$ cat src/rtl/ipgu_scale_sched_if.sv
// Host/IPGU/HEU handshake bundle for the IPGU scale scheduler.
// The master side is the scheduler; the slave side is the surrounding system.
interface ipgu_scale_sched_if #(
    parameter int CNT_W = 16
);
    logic             hostReq;
    logic             hostGnt;
    logic             start;
    logic             initIpgu;
    logic             rdyIpgu;
    logic             vldIpgu;
    logic             rdyHeu;
    logic [2:0]       scaleIdx;
    logic [CNT_W-1:0] winCnt;
    logic [CNT_W-1:0] frameWinCnt;
    logic             busy;
    logic             frameDone;
    logic             err;

    modport master (
        input  hostReq, start, rdyIpgu, vldIpgu, rdyHeu,
        output hostGnt, initIpgu, scaleIdx, winCnt, frameWinCnt, busy, frameDone, err
    );

    modport slave (
        output hostReq, start, rdyIpgu, vldIpgu, rdyHeu,
        input  hostGnt, initIpgu, scaleIdx, winCnt, frameWinCnt, busy, frameDone, err
    );
endinterface

$ cat src/rtl/ipgu_scale_sched.sv
// IPGU frame sequencer: RAM1 host/IPGU arbitration, per-scale init pulses, window counting.
// Define SCHED_WDOG_EN to add a stall watchdog on WAITACK/RUN (limit WDOG_CYCLES).
module ipgu_scale_sched #(
    parameter int NUM_SCALES  = 5,
    parameter int CNT_W       = 16,
    parameter int WDOG_CYCLES = 65535
) (
    input  logic                clk,
    input  logic                rst,
    ipgu_scale_sched_if.master  bus
);
    typedef enum logic [2:0] {IDLE, LOAD, INIT, WAITACK, RUN, NEXT, DONE} state_t;

    localparam logic [2:0] LAST_SCALE = 3'(NUM_SCALES - 1);

    state_t           state_q;
    logic             hostGnt_q;
    logic             initIpgu_q;
    logic             busy_q;
    logic             frameDone_q;
    logic             err_q;
    logic             imgValid_q;
    logic             rdyPrev_q;
    logic [2:0]       scaleIdx_q;
    logic [1:0]       ackCnt_q;
    logic [CNT_W-1:0] winCnt_q;
    logic [CNT_W-1:0] frameWinCnt_q;
    logic [CNT_W-1:0] winCnt_d;
    logic [CNT_W-1:0] frameWinCnt_d;

    logic beat;
    logic rdyRise;
    logic wdogHit;

    assign beat    = bus.vldIpgu & bus.rdyHeu;
    assign rdyRise = bus.rdyIpgu & ~rdyPrev_q;

    always_comb begin
        winCnt_d      = (winCnt_q == '1) ? winCnt_q : winCnt_q + CNT_W'(1);
        frameWinCnt_d = (frameWinCnt_q == '1) ? frameWinCnt_q : frameWinCnt_q + CNT_W'(1);
    end

`ifdef SCHED_WDOG_EN
    localparam int WDOG_W = $clog2(WDOG_CYCLES + 1);

    logic [WDOG_W-1:0] wdog_q;
    logic              wdogRun;

    // Counter only advances while the FSM is stuck in the same wait state with no progress.
    assign wdogRun = (state_q == WAITACK && bus.rdyIpgu && ackCnt_q != 2'd3)
                  || (state_q == RUN && !beat && !rdyRise);
    assign wdogHit = (wdog_q == WDOG_W'(WDOG_CYCLES - 1));

    always_ff @(posedge clk) begin
        if (rst || !wdogRun) wdog_q <= '0;
        else                 wdog_q <= wdog_q + WDOG_W'(1);
    end
`else
    assign wdogHit = 1'b0;
`endif

    always_ff @(posedge clk) begin
        if (rst) begin
            state_q       <= IDLE;
            hostGnt_q     <= 1'b0;
            initIpgu_q    <= 1'b0;
            busy_q        <= 1'b0;
            frameDone_q   <= 1'b0;
            err_q         <= 1'b0;
            imgValid_q    <= 1'b0;
            rdyPrev_q     <= 1'b0;
            scaleIdx_q    <= '0;
            ackCnt_q      <= '0;
            winCnt_q      <= '0;
            frameWinCnt_q <= '0;
        end else begin
            initIpgu_q  <= 1'b0;
            frameDone_q <= 1'b0;
            rdyPrev_q   <= bus.rdyIpgu;
            case (state_q)
                IDLE: begin
                    if (bus.hostReq) begin
                        state_q   <= LOAD;
                        hostGnt_q <= 1'b1;
                    end else if (bus.start) begin
                        if (!imgValid_q) begin
                            err_q <= 1'b1;
                        end else if (bus.rdyIpgu) begin
                            state_q       <= INIT;
                            initIpgu_q    <= 1'b1;
                            busy_q        <= 1'b1;
                            scaleIdx_q    <= '0;
                            winCnt_q      <= '0;
                            frameWinCnt_q <= '0;
                        end
                    end
                end
                LOAD: begin
                    if (!bus.hostReq) begin
                        state_q    <= IDLE;
                        hostGnt_q  <= 1'b0;
                        imgValid_q <= 1'b1;
                    end
                end
                INIT: begin
                    state_q  <= WAITACK;
                    ackCnt_q <= '0;
                end
                WAITACK: begin
                    // An IPGU that never drops rdy is taken to have accepted synchronously.
                    if (!bus.rdyIpgu || ackCnt_q == 2'd3) begin
                        state_q <= RUN;
                    end else if (wdogHit) begin
                        state_q    <= IDLE;
                        err_q      <= 1'b1;
                        busy_q     <= 1'b0;
                        imgValid_q <= 1'b0;
                    end else begin
                        ackCnt_q <= ackCnt_q + 2'd1;
                    end
                end
                RUN: begin
                    if (beat) begin
                        winCnt_q      <= winCnt_d;
                        frameWinCnt_q <= frameWinCnt_d;
                    end
                    if (rdyRise) begin
                        state_q <= NEXT;
                    end else if (wdogHit && !beat) begin
                        state_q    <= IDLE;
                        err_q      <= 1'b1;
                        busy_q     <= 1'b0;
                        imgValid_q <= 1'b0;
                    end
                end
                NEXT: begin
                    if (scaleIdx_q == LAST_SCALE) begin
                        state_q     <= DONE;
                        frameDone_q <= 1'b1;
                        busy_q      <= 1'b0;
                        imgValid_q  <= 1'b0;
                    end else begin
                        state_q    <= INIT;
                        initIpgu_q <= 1'b1;
                        scaleIdx_q <= scaleIdx_q + 3'd1;
                        winCnt_q   <= '0;
                    end
                end
                DONE: begin
                    state_q <= IDLE;
                end
                default: begin
                    state_q <= IDLE;
                end
            endcase
        end
    end

    assign bus.hostGnt     = hostGnt_q;
    assign bus.initIpgu    = initIpgu_q;
    assign bus.scaleIdx    = scaleIdx_q;
    assign bus.winCnt      = winCnt_q;
    assign bus.frameWinCnt = frameWinCnt_q;
    assign bus.busy        = busy_q;
    assign bus.frameDone   = frameDone_q;
    assign bus.err         = err_q;
endmodule

$ cat src/flat_wrapper.sv
// flat-port wrapper written by rule: the top's interface ports become plain ports
module ipgu_scale_sched_flat 
#(
    parameter int NUM_SCALES  = 5,
    parameter int CNT_W       = 16,
    parameter int WDOG_CYCLES = 65535
)
  (clk, rst, bus_hostReq, bus_start, bus_rdyIpgu, bus_vldIpgu, bus_rdyHeu, bus_hostGnt, bus_initIpgu, bus_scaleIdx, bus_winCnt, bus_frameWinCnt, bus_busy, bus_frameDone, bus_err);
  ipgu_scale_sched_if #(.CNT_W(CNT_W)) bus_i ();
  input  logic clk;
  input  logic rst;
  input wire logic [$bits(bus_i.hostReq)-1:0] bus_hostReq;
  input wire logic [$bits(bus_i.start)-1:0] bus_start;
  input wire logic [$bits(bus_i.rdyIpgu)-1:0] bus_rdyIpgu;
  input wire logic [$bits(bus_i.vldIpgu)-1:0] bus_vldIpgu;
  input wire logic [$bits(bus_i.rdyHeu)-1:0] bus_rdyHeu;
  output wire logic [$bits(bus_i.hostGnt)-1:0] bus_hostGnt;
  output wire logic [$bits(bus_i.initIpgu)-1:0] bus_initIpgu;
  output wire logic [$bits(bus_i.scaleIdx)-1:0] bus_scaleIdx;
  output wire logic [$bits(bus_i.winCnt)-1:0] bus_winCnt;
  output wire logic [$bits(bus_i.frameWinCnt)-1:0] bus_frameWinCnt;
  output wire logic [$bits(bus_i.busy)-1:0] bus_busy;
  output wire logic [$bits(bus_i.frameDone)-1:0] bus_frameDone;
  output wire logic [$bits(bus_i.err)-1:0] bus_err;
  assign bus_i.hostReq = bus_hostReq;
  assign bus_i.start = bus_start;
  assign bus_i.rdyIpgu = bus_rdyIpgu;
  assign bus_i.vldIpgu = bus_vldIpgu;
  assign bus_i.rdyHeu = bus_rdyHeu;
  assign bus_hostGnt = bus_i.hostGnt;
  assign bus_initIpgu = bus_i.initIpgu;
  assign bus_scaleIdx = bus_i.scaleIdx;
  assign bus_winCnt = bus_i.winCnt;
  assign bus_frameWinCnt = bus_i.frameWinCnt;
  assign bus_busy = bus_i.busy;
  assign bus_frameDone = bus_i.frameDone;
  assign bus_err = bus_i.err;
  ipgu_scale_sched #(.NUM_SCALES(NUM_SCALES), .CNT_W(CNT_W), .WDOG_CYCLES(WDOG_CYCLES)) u_core (.clk(clk), .rst(rst), .bus(bus_i));
endmodule
$ cat config.mk
export PLATFORM = sky130hd
export DESIGN_NAME = ipgu_scale_sched_flat
export DESIGN_NICKNAME = d
export VERILOG_FILES = /design/src/rtl/ipgu_scale_sched_if.sv /design/src/rtl/ipgu_scale_sched.sv /design/src/flat_wrapper.sv
export SDC_FILE = /design/constraint.sdc
export NUM_CORES = 1
export LEC_CHECK = 0
export ABC_AREA = 1
export CAP_MARGIN = 25
export CORE_UTILIZATION = 60
export DETAILED_ROUTE_END_ITERATION = 10
export DONT_BUFFER_PORTS = 1
export MAX_ROUTING_LAYER = met4
export PLACE_DENSITY = 0.77
export SYNTH_ARGS = -nofsm -noshare
export SYNTH_HDL_FRONTEND = slang
export SYNTH_SLANG_ARGS = --single-unit
$ cat constraint.sdc
create_clock -name clk -period 2.3 [get_ports clk]
set_clock_uncertainty 0.15 [all_clocks]
set_input_delay 0.345 -clock clk [delete_from_list [all_inputs] [get_ports clk]]
set_output_delay 0.345 -clock clk [all_outputs]
set_load 0.1 [all_outputs]
== Yosys cells after proc, flatten, opt, wreduce, memory -nomap -nowiden ==
Cells that the tools add are included.

* Bits in registers: 47
* Bits of input ports: 7
* Output and inout bits: 40
* Word-level logic and storage cells: 113

* Add/subtract/negate cells: 4
* Equal/unequal tests: 26
* Mux-type cells: 46
* Bitwise logic cells: 6
* Reductions and logical operators: 19

{| class="wikitable"
|+ Operator list
! cell !! number
|-
| $mux 16 || 9
|-
| $pmux 16 s3 || 1
|-
| $mux 3 || 13
|-
| $add 16x1->16 const B || 2
|-
| $eq 16x16->1 const B || 2
|-
| $pmux 16 s2 || 1
|-
| $ne 2x2->1 const B || 9
|-
| $pmux 3 s6 || 1
|-
| $reduce_and 6->1 || 3
|-
| $mux 1 || 14
|-
| $ne 2x1->1 const B || 5
|-
| $reduce_bool 2->1 || 5
|-
| $eq 3x3->1 const B || 3
|-
| $pmux 1 s2 || 4
|-
| $reduce_and 8->1 || 1
|-
| $reduce_and 7->1 || 1
|-
| $eq 3x2->1 const B || 2
|-
| $ne 3x3->1 const B || 2
|-
| $pmux 3 s2 || 1
|-
| $reduce_and 3->1 || 2
|-
| $not 1->1 || 4
|-
| $pmux 2 s2 || 1
|-
| $reduce_and 4->1 || 1
|-
| $add 3x1->3 const B || 1
|-
| other kinds (12) || 13
|}

== Longest topological paths before layout ==
Gate-level depths: netlist of the first run.

* Word-level depth: 5
* Gate-level depth with buffers: 12
* Gate-level depth less buffers: 12

== Worst setup path after synthesis of the first run ==
No wires, ideal clock.

* Path type: register to register
* From: register u_core.frameWinCnt_q[0] (netlist: u_core.bus.frameWinCnt[0])
* To: register u_core.frameWinCnt_q[10] (netlist: u_core.bus.frameWinCnt[10])
* Setup time: 0.109 ns
* Arrival: 2.237 ns
* Required time: 2.041 ns
* Setup slack: -0.196 ns
* Cell stages (with the launch flop): 12
* Path buffers: 1
* Clock period less this slack: 2.496 ns
* Cell sequence: dfxtp_1 > ha_1 > nand2_2 > nor2_4 > nand2_1 > nor2_2 > nand3_2 > buf_4 > nand3b_1 > nand2_1 > nand2_1 > inv_1

* Word-level cells in the longest chain between the ends: 4
* Elaborated cells between the ends (all ways): 7
* Those cells by class: 1 x add/sub; 2 x eq/ne; 3 x mux; 1 x reduce/logical

{| class="wikitable"
|+ RTL lines
! item !! line !! text
|-
| start, declared || ipgu_scale_sched.sv:27 || <nowiki>logic [CNT_W-1:0] frameWinCnt_q;</nowiki>
|-
| start signal, assigned || ipgu_scale_sched.sv:125 || <nowiki>frameWinCnt_q <= frameWinCnt_d;</nowiki>
|-
| $add 16x1->16 || ipgu_scale_sched.sv:40 || <nowiki>frameWinCnt_d = (frameWinCnt_q == '1) ? frameWinCnt_q : frameWinCnt_q + CNT_W'(1);</nowiki>
|-
| $mux 16 || ipgu_scale_sched.sv:40 ||
|-
| $mux 16 || ipgu_scale_sched.sv:123 || <nowiki>if (beat) begin</nowiki>
|-
| $pmux 16 s2 || ipgu_scale_sched.sv:80 || <nowiki>case (state_q)</nowiki>
|}

Parallel ways exist; a longest one is shown, timed or not. The select of a mux whose other input is x is not followed.
A chain may end at the register's enable or synchronous reset.

== Worst setup path after layout of the first run ==
* From: register u_core.winCnt_q[1] (netlist: u_core.bus.winCnt[1])
* To: register u_core.winCnt_q[10] (netlist: u_core.bus.winCnt[10])

* Word-level cells in the longest chain between the ends: 4
* Elaborated cells between the ends (all ways): 7
* Those cells by class: 1 x add/sub; 2 x eq/ne; 3 x mux; 1 x reduce/logical

{| class="wikitable"
|+ RTL lines
! item !! line !! text
|-
| start, declared || ipgu_scale_sched.sv:26 || <nowiki>logic [CNT_W-1:0] winCnt_q;</nowiki>
|-
| start signal, assigned || ipgu_scale_sched.sv:124 || <nowiki>winCnt_q <= winCnt_d;</nowiki>
|-
| $add 16x1->16 || ipgu_scale_sched.sv:39 || <nowiki>winCnt_d = (winCnt_q == '1) ? winCnt_q : winCnt_q + CNT_W'(1);</nowiki>
|-
| $mux 16 || ipgu_scale_sched.sv:39 ||
|-
| $mux 16 || ipgu_scale_sched.sv:123 ||
|-
| $pmux 16 s3 || ipgu_scale_sched.sv:80 ||
|}

Parallel ways exist; a longest one is shown, timed or not. The select of a mux whose other input is x is not followed.

==> flow_summary.toml, run 1 <==
[floorplanning]
std_cell_rows = 25
floorplan.die.height_um = 72.2
floorplan.initialDensity_pct = 62.6
boundaryPins = 47
chipWidth_um = 72.2
die_area_um2 = 5220
placeableCoreArea_um2 = 4720

[cts]
cts_max_level = 2
clk_pin_slew_worst_paths_ps = 90
clockRootBuffer = "clkbuf_8"
cts_tree = "yes"
cts.repair_timing.setup_buffer_count = 0
cts_inserted_buffers = 5
clock-sinks = 47
worst_skew_pair.late_latency_ps = 300
cts-root-to-sink-buffers = 2

[logic_synthesis]
synthTopCellsByCount = "143 x nand2_1, 77 x nor2_1, 63 x inv_1, 54 x nand3_1, 47 x dfxtp_1"
ys_dominant_reg_cell = "dfxtp_1"
synth.lib_cells_used.distinct = 33
edff_count_synth = 0
number_of_nets_in_the_synthesized_netlist = 499
post_synth.cell_area_avg_um2 = 6.08
yosys_register_bits = 47
synth_top_area_share_pct = 31.8
synthMostInstantiatedCell = "nand2_1"
syn-cell-area_um2 = 2960
synthesis_warning_total = 0
post_synth_inst_count = 487
ys_seq_area_share_pct = 31.8
cell_taking_the_most_area_after_synthesis = "dfxtp_1"
synth-async-reset-ratio_pct = 0
top_area_cells_in_the_synthesized_netlist = "dfxtp_1 32%, nand2_1 18%, nor2_1 9.8%, nand3_1 9.1%, inv_1 8.0%"

[placed_design]
dp_slack_ps = 275
dp_hpwl_um = 5340
io_buffer_count = 0
globalplace.congestion = 0.923

[detailed_routing]
totalWireLength_um = 7330
vias_per_cell = 5.29
drtAntennaViolNets = 0
met2_wirelength_um = 3460
via_count = 3150
detail_route.drc_violations = 0
met3WireLength_um = 500
routed_metal_1_wire_length_um = 3270
wl_per_cell_um = 12.3
route.top_layer_used = "met4"
detail_route.first_pass.iterations = 5
drtIter0Drc = 257

[timing]
finalWorstPathRequiredPeriod_ps = 1970
slew-limit-headroom_pct = 55.1
finalCritPeriodShare_pct = 85.7
tightest_slew_ps = 671
post-route-worst-setup-slack_ps = 329
grt_setup_unrepaired = "false"
timing.final.max_slew_violations = 0
setup-tns-final_ps = 0
max_freq_mhz = 507
timing.final.hold_violations = 0
fin_hold_ws_ps = 40.9
setup_viol_count_final = 0

[worst_setup_path]
cp_common_cell = "nand2_1"
arrival_ps = 2080
crit_slowest_cell = "dfxtp_2"
critical-path-top-delay-family = "simple AND/OR/NAND/NOR gates"
path_buf_inv = 1
cp.required_ps = 2410
worst_path_largest_cell_delay_ps = 370
critPathKind = "reg -> reg"
timing.critical_path.from_type = "flop"
sequence_of_cells_on_the_critical_path = "ha_1 -> nand2_1 -> nor2_2 -> nand2_2 -> nor2_2 -> nand2_2 -> nand2_2 -> nand2_1 -> nand2_1 -> nand2_1 -> inv_1"
critPathCaptureType = "flop"
worstPathMaxFanout = 14

[power]
worst_ir_drop_vdd_v = 0.000771
cellPowerDensity_nw_per_um2 = 875
cellLeakagePower_uw = 0.00153

[cells_and_area]
fin_util_pct = 71.9
synthToLayoutAreaGrowth_pct = 14.8
nNetsFinal = 539
drive_above_1_share_pct = 17.0
num_antenna_cells = 0
filler_cell_count = 417

[grt]
globalRoute.totalOverflow = 0
grt_pass1_vias = 2752
grt_antenna_before_repair = 0
global_route.usage.total_pct = 30.5
grt_pass1_wl_um = 12400
grt_max_degree = 18

[outcome]
status = "complete, no violations"

[flow_run]
maxCapViolations = 0

[worst_hold_path]
worst_hold_path_type = "in -> reg"
-- cell families (layout without fill, tap and decap cells) --
family / count (synthesis) / after routing / share of synthesized area (%)
and+or+nand+nor: 317 / 317 / 47.2
AOI/OAI and AO/OA: 38 / 38 / 7.06
buffers and inverters: 78 / 119 / 11.2
adders and majority gates: 5 / 5 / 2.11
xor gates and xnor gates: 2 / 2 / 0.592
DFF: 47 / 47 / 31.8
-- power by group --
part / leakage [uW] / switching, uW / internal [uW]
clock: 0.0000422 / 280 / 214
sequential: 0.000385 / 79.6 / 901
combinational: 0.00110 / 1120 / 379
-- tightest hold or removal path, cell delays in order --
cell	delay, ps
a21oi_1	30
nand2_1	50
nor2_1	30
-- cell usage in the layout, fill, tap and decap left out, types with 3 or more instances in the layout --
master and instances:
nand3_1 54, nor3_1 9, nand2_1 143, nor2_2 9, o21ai_1 3, buf_4 44, a21oi_1 18, ha_1 5
nand3b_1 4, nand2_2 7, inv_1 63, nor2_1 76, clkbuf_8 5, o21ai_0 10, nand3_2 5, nand4_1 4
dfxtp_1 38, nor2_4 3, dfxtp_2 9
-- metal layers --
metal | vias to the layer above | GRT usage [%]
li1 | 1604 | -
met1 | 1423 | 39.8
met2 | 112 | 48.1
met3 | 11 | 5.97
met4 | 0 | 8.93
met5 | - | -
-- worst paths after layout --
kind | slack [ps] | to | cells after the start | start
setup / recovery | 330 | u_core.bus.winCnt[10]$_SDFFE_PP0P_ | 11 | u_core.bus.winCnt[1]$_SDFFE_PP0P_
hold / removal | 40 | u_core.bus.scaleIdx[2]$_SDFFE_PP0P_ | 3 | rst
setup reg to reg | 330 | u_core.bus.winCnt[10]$_SDFFE_PP0P_ | 11 | u_core.bus.winCnt[1]$_SDFFE_PP0P_
hold reg to reg | 330 | u_core.ackCnt_q[1]$_SDFFE_PP0P_ | 2 | u_core.ackCnt_q[1]$_SDFFE_PP0P_
-- area by class of cell --
| type | instances | area (um^2) | share of cell area, % |
|---|---|---|---|
| tap | 67 | 83.8 | 2.47 |
| clock inverter | 1 | 5.00 | 0.147 |
| multi-input combinational | 362 | 1690 | 49.7 |
| sequential | 47 | 952 | 28.0 |
| inverter | 66 | 250 | 7.37 |
| timing repair buffer | 45 | 340 | 10.0 |
| clock buffer | 7 | 76.3 | 2.25 |
-- stage by stage --
stage | power [uW] | area [um^2] | instances
floorplan | 2220 | 2970 | 487
global route | 3140 | 3400 | 595
finish | 2970 | 3400 | 595
global placement | 2440 | 3300 | 586
CTS | 2960 | 3390 | 595
detailed placement | 2470 | 3300 | 586
-- what timing repair did --
item | 4_1_cts | 5_1_grt
endpoints found under the setup margin | 0 | 1
endpoints found under the hold margin | 17 | 0
hold buffers | 1 | 0
gates resized for setup | 0 | 1
-- registers in the layout, summed over array words and instances, names as in the netlist, 2 cells and up --
register,flops
u_core.state_q,3
u_core.bus.winCnt,16
u_core.bus.frameWinCnt,16
u_core.bus.scaleIdx,3
u_core.ackCnt_q,2
Note: power is estimated with default switching activity, not from simulation.
==> run 2, diff against run 1 <==
- PLACE_DENSITY: 0.77 -> 0.83
- SLEW_MARGIN: not set -> 40
==> flow_summary.toml, run 2 (synthesized netlist as in run 1, its figures left out) <==
[placed_design]
io_buffer_count = 0
dp_hpwl_um = 5300
globalplace.congestion = 0.889

[grt]
global_route.usage.total_pct = 29.3
grt_antenna_before_repair = 0
globalRoute.totalOverflow = 0
grt_pass1_vias = 2749
grt_pass1_wl_um = 11900
grt_max_degree = 18

[detailed_routing]
drtIter0Drc = 318
vias_per_cell = 5.35
detail_route.first_pass.iterations = 5
via_count = 3172
wl_per_cell_um = 12.0
totalWireLength_um = 7140
detail_route.drc_violations = 0
drtAntennaViolNets = 0

[worst_hold_path]
worst_hold_path_type = "in -> reg"
hold_path.startpoint = "rst"

[cts]
clk_pin_slew_worst_paths_ps = 90
cts_max_level = 2
cts.repair_timing.setup_buffer_count = 0
cts-root-to-sink-buffers = 2
clock-sinks = 47
cts_inserted_buffers = 5
cts_tree = "yes"
worst_skew_pair.late_latency_ps = 300
clockRootBuffer = "clkbuf_8"

[cells_and_area]
drive_above_1_share_pct = 17.1
synthToLayoutAreaGrowth_pct = 14.8
final_cell_mix = "143 x nand2_1, 76 x nor2_1, 63 x inv_1"
seq_area_um2 = 952
nNetsFinal = 538
filler_cell_count = 408
mostFrequentLayoutCell = "nand2_1"
multi_input_comb_area_um2 = 1690
num_antenna_cells = 0

[power]
cellLeakagePower_uw = 0.00153
cellPowerDensity_nw_per_um2 = 880
worst_ir_drop_vdd_v = 0.000682

[worst_setup_path]
sequence_of_cells_on_the_critical_path = "ha_1 -> nand2_2 -> nor2_4 -> nand2_1 -> nor2_2 -> nand3_2 -> nand2_2 -> nand2_2 -> nand2_1 -> nand2_1 -> inv_1"
critPathCaptureType = "flop"
critPathLaunch = "u_core.bus.frameWinCnt[0]$_SDFFE_PP0P_"
arrival_ps = 2170
worst_path_largest_cell_delay_ps = 340
worstPathMaxFanout = 11
r2r-start = "u_core.bus.frameWinCnt[0]$_SDFFE_PP0P_"
critPathKind = "reg -> reg"
cp.required_ps = 2410
crit_slowest_cell = "dfxtp_2"
timing.critical_path.from_type = "flop"

[timing]
setup_viol_count_final = 0
timing.final.max_slew_violations = 0
timing.final.hold_violations = 0
tightest_slew_ps = 647
fin_hold_ws_ps = 34.8
max_freq_mhz = 485
setup-tns-final_ps = 0
finalWorstPathRequiredPeriod_ps = 2060
slew-limit-headroom_pct = 56.7
grt_setup_unrepaired = "false"
finalCritPeriodShare_pct = 89.6

[floorplanning]
floorplan.initialDensity_pct = 62.6
die_area_um2 = 5220
std_cell_rows = 25
chipWidth_um = 72.2
floorplan.die.height_um = 72.2
placeableCoreArea_um2 = 4720
boundaryPins = 47

[flow_run]
maxCapViolations = 0

[outcome]
status = "complete, no violations"
## run 2: cell count changes in the layout (fill, tap and decap cells not counted), sizes merged
cell,change
buf,-1
clkbuf,-1
## run 2: worst max-delay path, delay by kind of cell (launching register included)
kind / cells / cell delay [ps]
fa+ha+maj: 1 / 170
buf+inv: 1 / 40
flops: 1 / 340
simple gates: 9 / 1310
## run 2: final timing paths
kind	slack (ps)	cells past startpoint	to
max reg2reg	240	11	u_core.bus.frameWinCnt[10]$_SDFFE_PP0P_
min reg2reg	320	2	u_core.ackCnt_q[1]$_SDFFE_PP0P_
min	30	3	u_core.bus.scaleIdx[2]$_SDFFE_PP0P_
max	240	11	u_core.bus.frameWinCnt[10]$_SDFFE_PP0P_
## run 2: where the power goes
part | switching (uW) | internal [uW] | leakage, uW
registers | 86.6 | 901 | 0.000385
logic | 1110 | 379 | 0.00110
clock network | 273 | 236 | 0.0000470
## run 2: repair_timing
action | in CTS | in global routing
endpoints found under the hold margin | 17 | 0
gates resized for setup | 0 | 1
endpoints found under the setup margin | 0 | 3
hold buffers | 1 | 0
## run 2: area by class of cell
type / instances / area share (%)
clock inverters: 1 / 0.147
inverters: 66 / 7.37
multi-input cells: 362 / 49.7
flip-flops and latches: 47 / 28.0
well taps: 67 / 2.47
repair buffers: 44 / 9.80
clock buffers: 6 / 2.43
## run 2: metrics by stage
stage,total power [uW],worst slack [ps],utilization [%],cell area (um^2),std cells
2_1_floorplan,2220,14.2,-,2970,487
3_3_place_gp,2440,281,69.8,3300,585
3_5_place_dp,2470,238,69.8,3300,585
4_1_cts,2980,214,71.8,3390,593
5_1_grt,3170,101,71.9,3400,593
6_report,2990,240,71.9,3400,593
## run 2: layer usage
layer | GRT usage, % | part of all wire (%)
met1 | 37.9 | 44
met5 | - | 0
met2 | 47.0 | 47
met4 | 8.50 | 1.3
met3 | 5.14 | 8.0
